**config.mk**
```make
export PLATFORM = sky130hd
export DESIGN_NAME = usbdev_aon_resume_tx
export DESIGN_NICKNAME = d
export VERILOG_FILES = /design/src/rtl/usbdev_aon_resume_tx.sv
export SDC_FILE = /design/constraint.sdc
export NUM_CORES = 1
export LEC_CHECK = 0
export BUFFER_PORTS_ARGS = -buffer_cell sky130_fd_sc_hd__buf_2
export CAP_MARGIN = 5
export CELL_PAD_IN_SITES_DETAIL_PLACEMENT = 1
export CELL_PAD_IN_SITES_GLOBAL_PLACEMENT = 1
export CORE_ASPECT_RATIO = 1.75
export CORE_MARGIN = 5
export CORE_UTILIZATION = 46
export DETAILED_ROUTE_END_ITERATION = 8
export PLACE_DENSITY_LB_ADDON = 0.1
export SYNTH_ARGS = -nofsm -noshare
export SYNTH_HDL_FRONTEND = slang
export SYNTH_SLANG_ARGS = --single-unit
```
**constraint.sdc**
```tcl
create_clock -name clk_aon_i -period 2.1 [get_ports clk_aon_i]
set_clock_uncertainty 0.1 [all_clocks]
set_input_delay 0.42 -clock clk_aon_i [delete_from_list [all_inputs] [get_ports clk_aon_i]]
set_output_delay 0.42 -clock clk_aon_i [all_outputs]
set_load 0.05 [all_outputs]
```
**src/rtl/usbdev_aon_resume_tx.sv**
```systemverilog
// Always-on USB remote-wakeup transmitter: after a remote-wake request, waits
// for the bus-idle interval, drives resume K for a fixed interval, then releases the bus.
module usbdev_aon_resume_tx #(
    parameter int unsigned IdleCycles   = 1000,
    parameter int unsigned ResumeCycles = 2000
) (
    input  logic clk_aon_i,
    input  logic rst_aon_ni,
    input  logic wake_detect_active_aon_i,
    input  logic bus_not_idle_aon_i,
    input  logic remote_wake_req_aon_i,
    input  logic pinflip_aon_i,
    output logic usb_oe_o,
    output logic usb_dp_o,
    output logic usb_dn_o,
    output logic resume_active_aon_o,
    output logic resume_done_aon_o,
    output logic resume_abort_aon_o
);

    localparam int unsigned MaxCycles = (IdleCycles > ResumeCycles) ? IdleCycles : ResumeCycles;
    localparam int unsigned CntW      = $clog2(MaxCycles + 1);
    localparam logic [CntW-1:0] IdleLast   = CntW'(IdleCycles - 1);
    localparam logic [CntW-1:0] ResumeLast = CntW'(ResumeCycles - 1);

    typedef enum logic [1:0] {
        StIdle     = 2'd0,
        StWaitIdle = 2'd1,
        StDrive    = 2'd2
    } state_e;

    state_e          state_q, state_d;
    logic [CntW-1:0] cnt_q, cnt_d;
    logic            req_q;
    logic            start;
    logic            done_evt, abort_evt;
    logic            done_evt_q, abort_evt_q;

    logic oe_q, dp_q, dn_q, active_q, done_q, abort_q;

    assign start = remote_wake_req_aon_i & ~req_q;

    always_comb begin
        state_d   = state_q;
        done_evt  = 1'b0;
        abort_evt = 1'b0;
        unique case (state_q)
            StIdle: begin
                // A request while not suspended or with host activity is simply dropped.
                if (start && wake_detect_active_aon_i && !bus_not_idle_aon_i) begin
                    state_d = StWaitIdle;
                end
            end
            StWaitIdle: begin
                if (!wake_detect_active_aon_i || bus_not_idle_aon_i) begin
                    state_d   = StIdle;
                    abort_evt = 1'b1;
                end else if (cnt_q == IdleLast) begin
                    state_d = StDrive;
                end
            end
            StDrive: begin
                // Host activity is ignored here: our own K state trips the detector.
                if (!wake_detect_active_aon_i) begin
                    state_d   = StIdle;
                    abort_evt = 1'b1;
                end else if (cnt_q == ResumeLast) begin
                    state_d  = StIdle;
                    done_evt = 1'b1;
                end
            end
            default: begin
                state_d = StIdle;
            end
        endcase
    end

    always_comb begin
        cnt_d = cnt_q + CntW'(1);
        if (state_d != state_q || state_q == StIdle) begin
            cnt_d = '0;
        end
    end

    always_ff @(posedge clk_aon_i or negedge rst_aon_ni) begin
        if (!rst_aon_ni) begin
            state_q     <= StIdle;
            cnt_q       <= '0;
            req_q       <= 1'b0;
            done_evt_q  <= 1'b0;
            abort_evt_q <= 1'b0;
        end else begin
            state_q     <= state_d;
            cnt_q       <= cnt_d;
            req_q       <= remote_wake_req_aon_i;
            done_evt_q  <= done_evt;
            abort_evt_q <= abort_evt;
        end
    end

    // Output stage lags the state by one cycle so the pulses line up with oe release.
    always_ff @(posedge clk_aon_i or negedge rst_aon_ni) begin
        if (!rst_aon_ni) begin
            oe_q     <= 1'b0;
            dp_q     <= 1'b0;
            dn_q     <= 1'b0;
            active_q <= 1'b0;
            done_q   <= 1'b0;
            abort_q  <= 1'b0;
        end else begin
            oe_q     <= (state_q == StDrive);
            dp_q     <= (state_q == StDrive) &  pinflip_aon_i;
            dn_q     <= (state_q == StDrive) & ~pinflip_aon_i;
            active_q <= (state_q != StIdle);
            done_q   <= done_evt_q;
            abort_q  <= abort_evt_q;
        end
    end

    assign usb_oe_o            = oe_q;
    assign usb_dp_o            = dp_q;
    assign usb_dn_o            = dn_q;
    assign resume_active_aon_o = active_q;
    assign resume_done_aon_o   = done_q;
    assign resume_abort_aon_o  = abort_q;

endmodule

```
==> results.toml <==
[outcome]
status = "complete, no violations"

[cts]
htreeDepth = 1
cts_tree = "yes"
clk_pin_slew_ns = 0.08
cts_sinks = 22
numCtsBuffers = 3
clock_path_buffers = 2
clkLatencyLatePin_ns = 0.26
cts_hold_buffers = 0
root_buffer = "clkbuf_8"

[grt]
grt_max_degree = 23
grt_pass1_wl_mm = 4.69
grt_pass1_vias = 1013
antenna_found_initial = 0
globalRouteTotalUtil_pct = 15.8
grt.overflow.total = 0

[placement]
dpl.cell_count = 151
place_ws_ns = -0.193
io_buffers = 11
place_congestion = 0.782
dp_hpwl_mm = 2.11

[detailed_routing]
drc = 0
drtAntennaViolNets = 0
drt-vias-per-instance = 5.60
first_pass_iters = 2
wirelength_mm = 2.76
avgRoutedWirePerCell_um = 17.5
drtIter0Drc = 9
num_vias = 885

[critical_path]
critical_path_buf_inv_count = 3
critPathMaxFanout = 5
cp.required_ns = 2.15
critical_path_class = "flop to flop"
cp_top_family = "flip-flops"
crit_chain = "inv_2 > ha_1 > nand2_1 > a41oi_4 > buf_4 > nor4_4 > buf_4 > nor4b_1"
crit_top_cell = "buf_4"
critPathCaptureType = "flop"
cp_slowest_cell = "dfrtp_2"
critPathMaxStageDelay_ns = 0.47
cp_data_arrival_time_ns = 2.07
startpoint_type = "flop"

[pwr]
combinationalPowerShare_pct = 32.3
p_sw_share_pct = 32.7
switchingPower_mw = 0.378
ir_drop_uv = 429
powerDensity_nw_per_um2 = 768
p_leak_nw = 0.641
seqPwrFrac_pct = 42.1
power.internal_mw = 0.778
p_total_mw = 1.16
clkPwrFrac_pct = 25.5

[synthesis]
synth_top_flop_cell = "dfrtp_1"
avgSynthCellArea_um2 = 12.1
syn_inst = 99
yosysWarnings = 0
ys_seq_area_share_pct = 46.0
ys_types = 34
syn-cell-area_um2 = 1200
synth_edf_count = 0
syn-num-nets = 110
ys_ff_latch = 22
synthArstFlopShare_pct = 100

[floorplan]
fp.dieH_um = 77.5
fp.dieW_um = 48.5
pin_count = 12
die_area_um2 = 3760
rows = 24
core-area_um2 = 2490
initial_core_util_pct = 48.0

[sta]
slew_violations = 0
worst_pin_slew_ns = 0.611
fin_ws_ns = 0.0776
hold_slack_ns = 0.0178
layout_min_cycle_time_ns = 2.02
finalHoldViolCount = 0
setup_viol = 0
finalCritPeriodShare_pct = 96.3
max_freq_ghz = 0.494
slew_headroom_pct = 59.1

[final_layout]
antennaDiodeCount = 0
final_layout_size_suffix_gt1_share_pct = 44.7
nets = 144
mostFrequentLayoutCell = "dfrtp_1"
fin_util_pct = 60.3
layout.cells.non_filler = 158
areaGrowthSynthToFinish_pct = 25.7
layout_common_cells = "20 x dfrtp_1, 19 x buf_4, 11 x buf_2, 10 x nor4_2, 8 x xnor2_1"

[flow_run]
drv_cap = 0

[worst_hold_path]
hold_class = "input pin to async pin"
-- repair_timing --
| action | in CTS | in global routing |
|---|---|---|
| pin swaps | 0 | 2 |
| setup buffers | 0 | 2 |
| cloned | 0 | 1 |
| endpoints found under the setup margin | 11 | 11 |
| hold endpoints to repair | 0 | 0 |
| resized for setup | 1 | 12 |
-- cell type report --
cell class	count	area (um2)
inverters	6	22.5
multi-input cells	68	621
repair buffers	32	220
flip-flops and latches	22	553
clock buffers	4	55.1
fillers	272	988
well taps	26	32.5
-- per-layer routing --
metal	global-route usage, %	vias to the layer above	part of all wire [%]
li1	-	422	-
met1	16.7	445	36
met2	30.4	12	60
met3	1.34	6	1.6
met4	7.28	0	2.0
met5	0	-	0
-- synthesized netlist by cell type (all sizes together) (2+ instances only) --
library cell	number	area, um2
nand3	3	15.0
a41oi	2	43.8
nor3	4	25.0
inv	6	22.5
and2	2	12.5
and3	2	17.5
and4	2	21.3
ha	5	62.6
buf	3	30.0
nand4	2	12.5
nor2	5	18.8
nor4	13	159
dfrtp	22	551
o21ai	2	10.0
nand2	6	22.5
xnor2	8	70.1
nor2b	2	12.5
-- kinds of logic after synthesis --
group,count (synthesis),share of synthesized area [%]
AO/OA/AOI/OAI,8,7.22
buffers and inverters,9,4.39
AND/OR/NAND/NOR,46,30.5
XOR/XNOR,9,6.59
flip-flops,22,46.0
adder cells (fa/ha/maj),5,5.23
-- sequential cells by signal (all words and copies together), names as in the netlist --
register and flops:
state_q 2, usb_oe_o 1, cnt_q 11, usb_dn_o 1, req_q 1, resume_active_aon_o 1, abort_evt_q 1, resume_abort_aon_o 1
usb_dp_o 1, resume_done_aon_o 1, done_evt_q 1
-- final timing paths --
check	from	to	slack, ns	cells past startpoint
setup / recovery	state_q[0]$_DFF_PN0_	cnt_q[1]$_DFF_PN0_	0.08	8
hold / removal	rst_aon_ni	req_q$_DFF_PN0_	0.02	1
setup reg to reg	state_q[0]$_DFF_PN0_	cnt_q[1]$_DFF_PN0_	0.08	8
hold reg to reg	done_evt_q$_DFF_PN0_	resume_done_aon_o$_DFF_PN0_	0.25	0
max in group asynchronous	rst_aon_ni	state_q[0]$_DFF_PN0_	1.52	1
min in group clk_aon_i	remote_wake_req_aon_i	req_q$_DFF_PN0_	0.17	1
-- metrics by stage --
step                instance area [um2]  setup TNS (ns)
floorplan                          1200               0
CTS                                1450               0
global route                       1500        -0.00496
finish                             1500               0
global placement                   1390           -1.21
detailed placement                 1390           -1.74
-- power by group through the flow --
stage	registers (mW)	clock network, mW	logic, mW
finish	0.487	0.295	0.373
global route	0.491	0.328	0.402
CTS	0.479	0.306	0.328
detailed placement	0.488	0	0.325
global placement	0.484	0	0.313
floorplan	0.519	0	0.176
Note: power is estimated with default switching activity, not from simulation.
